`src/rtl/vga_timing_gen.sv`:
```
// VGA timing generator: pixel/line/frame counters plus a DELAY-stage pipeline
// that aligns sync, active and strobe outputs with a pipelined pixel renderer.
module vga_timing_gen #(
    parameter int BIT        = 10,
    parameter int FRAME_BITS = 8,
    parameter int HRES       = 640,
    parameter int H_FP       = 16,
    parameter int H_SYNC     = 96,
    parameter int H_BP       = 48,
    parameter int VRES       = 480,
    parameter int V_FP       = 10,
    parameter int V_SYNC     = 2,
    parameter int V_BP       = 33,
    parameter int H_POL      = 0,
    parameter int V_POL      = 0,
    parameter int DELAY      = 2
) (
    input  logic                  clk,
    input  logic                  reset,
    input  logic                  pix_ce,
    output logic [BIT-1:0]        x_pos,
    output logic [BIT-1:0]        y_pos,
    output logic [FRAME_BITS-1:0] frame_cnt,
    output logic                  h_sync,
    output logic                  v_sync,
    output logic                  active,
    output logic                  line_start,
    output logic                  frame_start
);

    localparam int H_TOTAL = HRES + H_FP + H_SYNC + H_BP;
    localparam int V_TOTAL = VRES + V_FP + V_SYNC + V_BP;

    // Boundaries computed as int, then narrowed so every compare is BIT-wide unsigned.
    localparam logic [BIT-1:0] H_LAST     = BIT'(H_TOTAL - 1);
    localparam logic [BIT-1:0] V_LAST     = BIT'(V_TOTAL - 1);
    localparam logic [BIT-1:0] H_ACT_END  = BIT'(HRES);
    localparam logic [BIT-1:0] V_ACT_END  = BIT'(VRES);
    localparam logic [BIT-1:0] HS_FIRST   = BIT'(HRES + H_FP);
    localparam logic [BIT-1:0] HS_LAST    = BIT'(HRES + H_FP + H_SYNC - 1);
    localparam logic [BIT-1:0] VS_FIRST   = BIT'(VRES + V_FP);
    localparam logic [BIT-1:0] VS_LAST    = BIT'(VRES + V_FP + V_SYNC - 1);
    localparam logic           H_ASSERTED = (H_POL != 0);
    localparam logic           V_ASSERTED = (V_POL != 0);

    logic       hs;
    logic       vs;
    logic       act;
    logic       ls;
    logic       fs;
    logic [4:0] decoded;
    logic [4:0] pipe [DELAY];
    logic [4:0] tail;

    // On the last pixel of a frame, x, y and frame_cnt all roll over on the same edge.
    always_ff @(posedge clk) begin
        if (reset) begin
            x_pos     <= '0;
            y_pos     <= '0;
            frame_cnt <= '0;
        end else if (pix_ce) begin
            if (x_pos == H_LAST) begin
                x_pos <= '0;
                if (y_pos == V_LAST) begin
                    y_pos     <= '0;
                    frame_cnt <= frame_cnt + FRAME_BITS'(1);
                end else begin
                    y_pos <= y_pos + BIT'(1);
                end
            end else begin
                x_pos <= x_pos + BIT'(1);
            end
        end
    end

    assign hs  = (x_pos >= HS_FIRST) && (x_pos <= HS_LAST);
    assign vs  = (y_pos >= VS_FIRST) && (y_pos <= VS_LAST);
    assign act = (x_pos < H_ACT_END) && (y_pos < V_ACT_END);
    assign ls  = (x_pos == '0);
    assign fs  = (x_pos == '0) && (y_pos == '0);
    assign decoded = {hs, vs, act, ls, fs};

    // Pipeline holds the raw (active-high) decode; polarity is applied only at the output.
    always_ff @(posedge clk) begin
        if (reset) begin
            for (int i = 0; i < DELAY; i++) begin
                pipe[i] <= '0;
            end
        end else if (pix_ce) begin
            pipe[0] <= decoded;
            for (int i = 1; i < DELAY; i++) begin
                pipe[i] <= pipe[i-1];
            end
        end
    end

    assign tail        = pipe[DELAY-1];
    assign h_sync      = tail[4] ? H_ASSERTED : ~H_ASSERTED;
    assign v_sync      = tail[3] ? V_ASSERTED : ~V_ASSERTED;
    assign active      = tail[2];
    assign line_start  = tail[1];
    assign frame_start = tail[0];

endmodule

```
`config.mk`:
```
export PLATFORM = sky130hd
export DESIGN_NAME = vga_timing_gen
export DESIGN_NICKNAME = d
export VERILOG_FILES = /design/src/rtl/vga_timing_gen.sv
export SDC_FILE = /design/constraint.sdc
export NUM_CORES = 1
export LEC_CHECK = 0
export CORE_MARGIN = 1
export CORE_UTILIZATION = 40
export DETAILED_ROUTE_END_ITERATION = 8
export PLACE_DENSITY = 0.62
export SYNTH_ARGS = -nofsm -noshare
export SYNTH_HDL_FRONTEND = slang
export SYNTH_SLANG_ARGS = --single-unit
```
`constraint.sdc`:
```
create_clock -name clk -period 4.1 [get_ports clk]
set_input_delay 0.41 -clock clk [delete_from_list [all_inputs] [get_ports clk]]
set_output_delay 0.41 -clock clk [all_outputs]
set_load 0.02 [all_outputs]
```
==> reports/qor.yml <==
clock_network:
  numCtsBuffers: 5
  cts_max_level: 2
  clockBufferDepth: 2
  postCtsSetupBuffers: 0
  path_clk_slew_ns: 0.08
  worstSkewPairLatency_ns: 0.29
  cts_repair_resize_count: 0
  hold_buffers: 0
  cts-root-buf: "clkbuf_8"
  clock-sinks: 38
  cts_tree: "built"
worst_setup_path:
  path_class: "in -> reg"
  startpoint: "pix_ce"
  cp_slowest_cell: "or4_1"
  critPathLaunchType: "input port"
  cp-end-kind: "flop"
  cp_top_family: "simple AND/OR/NAND/NOR gates"
  crit_fanout: 34
  worstPathArrival_ns: 2.41
  cp_cell_sequence: "clkdlybuf4s50_1 -> nand2_1 -> nand4b_4 -> or4_1 -> a21oi_1"
  worst_ep_required_time_ns: 4.33
  critical-path-max-stage-delay_ns: 0.63
  r2r_start: "x_pos[1]$_SDFFE_PP0P_"
  worst-path-buf-inv: 1
placement:
  dp.cells: 283
  dp_hpwl_mm: 2.68
  gp_congestion: 0.796
  port_buffers: 35
detailed_routing:
  routed_wl_mm: 3.90
  vias_per_cell: 5.55
  drc_errors: 6
  vias: 1616
  drt-initial-drc-count: 133
  firstDrtPassIters: 6
  ant_nets: 0
  wl_per_cell_um: 13.4
die:
  dieWidth_um: 71.2
  io-pin-count: 36
  die-area_sq_um: 5070
  die_h_um: 71.2
  core_sq_um: 4470
  initial_core_util_pct: 42.8
  num_rows: 24
synthesis:
  yosys-top-cells-area: "dfxtp_1, edfxtp_1, a21oi_1, ha_1, o31ai_1"
  ys_dominant_reg_cell: "dfxtp_1"
  yosysWarnings: 0
  yosysMostFrequentCell: "dfxtp_1"
  synth-edff-count: 10
  synthCells: 204
  synth_top_area_share_pct: 29.3
  yosysTopAreaCell: "dfxtp_1"
  yosys-top-cells-count: "dfxtp_1, a21oi_1, nand2_1"
  synth_area_sq_um: 1920
  syn_area_per_cell_sq_um: 9.39
  yosysSeqAreaShare_pct: 44.9
  yosysUniqueCellTypes: 38
  synthArstFlopShare_pct: 0
  ys_ff_latch: 38
  syn_nets: 213
timing:
  fmax_mhz: 458
  hold_viol: 0
  fin_crit_ns: 2.18
  fin_setup_tns_ns: 0
  finClkSkew_ns: 0.00525
  grt_setup_unrepaired: "false"
  slew_headroom_pct: 71.2
  final_max_slew_viol_count: 0
  worst_slew_pin_slew_ns: 0.431
  post-route-period-util_pct: 53.2
  setup_violations: 0
layout:
  area_growth_syn_to_layout_pct: 25.4
  layout.nets: 247
  stdcell_count: 291
  layout-drive-gt1-share_pct: 7.95
  antennaDiodeCount: 0
power_and_ir_drop:
  power.density_nw_per_um2: 314
  fin_total_pwr_mw: 0.754
  vdd_drop_max_mv: 0.186
  p_leak_nw: 0.786
status:
  violations: "DRC"
  status: "complete, but fails checks"
min_path:
  min_path_type: "reg -> reg"
  hp-start: "frame_cnt[7]$_SDFFE_PP0P_"
global_routing:
  grt_overflow_total: 0
  grt_usage_pct: 16.9
  grt_max_degree: 35
  antenna_found_initial: 0
  grt_pass1_vias: 1380
  grt_pass1_wl_mm: 6.75
job:
  cap_violations: 0
## registers in the layout, indices dropped and copies added, names as in the netlist
name,cells
frame_cnt,8
pipe,10
x_pos,10
y_pos,10
## per-layer routing
layer | part of all wire, % | vias up | track usage, %
li1 | - | 822 | -
met1 | 50 | 751 | 25.2
met2 | 45 | 39 | 23.6
met3 | 3.7 | 4 | 3.85
met4 | 1.2 | 0 | 6.00
met5 | 0 | - | 0
## placed cells by master, fill, tap and decap left out, types with 2 or more instances in the layout
cell / netlist / layout
clkdlybuf4s50_1: 0 / 35
dfxtp_1: 28 / 28
a21oi_1: 17 / 17
nand2_1: 14 / 14
inv_1: 12 / 12
nor3_1: 10 / 10
o31ai_1: 10 / 10
or4_1: 10 / 10
edfxtp_1: 10 / 10
nand3_1: 9 / 9
nor2_1: 8 / 8
o21ai_0: 8 / 8
and2_1: 7 / 7
or3_1: 7 / 7
nand4_1: 6 / 6
ha_1: 6 / 6
xnor2_1: 5 / 5
clkbuf_8: 0 / 5
xor2_1: 4 / 4
and3_1: 3 / 3
nor4_1: 3 / 3
or2_2: 2 / 2
and4_1: 2 / 2
clkinvlp_4: 0 / 2
## cell families after synthesis
family | count (synthesis) | synth area share (%)
and+or+nand+nor | 91 | 29.6
AOI/OAI and AO/OA | 38 | 11.9
DFF | 38 | 44.9
buffers and inverters | 21 | 4.96
xor gates and xnor gates | 9 | 4.11
adders and majority gates | 6 | 3.92
muxes | 1 | 0.588
## through the flow
stage          setup WS [ns]  area (sq um)  hold WS, ns  util, %
2_1_floorplan           2.25          1920        0.497        -
3_3_place_gp            1.67          2290        0.469     51.1
3_5_place_dp            1.61          2290        0.475     51.1
4_1_cts                 1.92          2400        0.486     53.7
5_1_grt                 1.74          2400        0.520     53.7
6_report                1.92          2400        0.482     53.7
## final timing paths
kind	slack (ns)	cells after the start	endpoint
setup reg to reg	2.02	5	frame_cnt[4]$_SDFFE_PP0P_
setup / recovery	1.92	5	frame_cnt[4]$_SDFFE_PP0P_
hold reg to reg	0.48	2	frame_cnt[7]$_SDFFE_PP0P_
hold / removal	0.48	2	frame_cnt[7]$_SDFFE_PP0P_
## worst min-delay path, delay by kind of cell (launching register included)
| family | cells | cell delay (ns) |
|---|---|---|
| AOI/OAI and AO/OA | 2 | 0.12 |
| DFF | 1 | 0.32 |
## cell type report
type                       count  area (sq um)
inverter                      12          45.0
sequential                    38           861
clock buffer                   5          68.8
fill                         437          2070
timing repair buffer          36           358
tap                           52          65.1
clock inverter                 3          45.0
multi-input combinational    145           960
## power by group
group / internal [mW] / total (mW) / switching [mW]
Sequential: 0.393 / 0.396 / 0.00323
Clock: 0.181 / 0.321 / 0.140
Combinational: 0.0162 / 0.0372 / 0.0211
Total: 0.590 / 0.754 / 0.164
No activity file was read; power rests on OpenSTA's default activity.
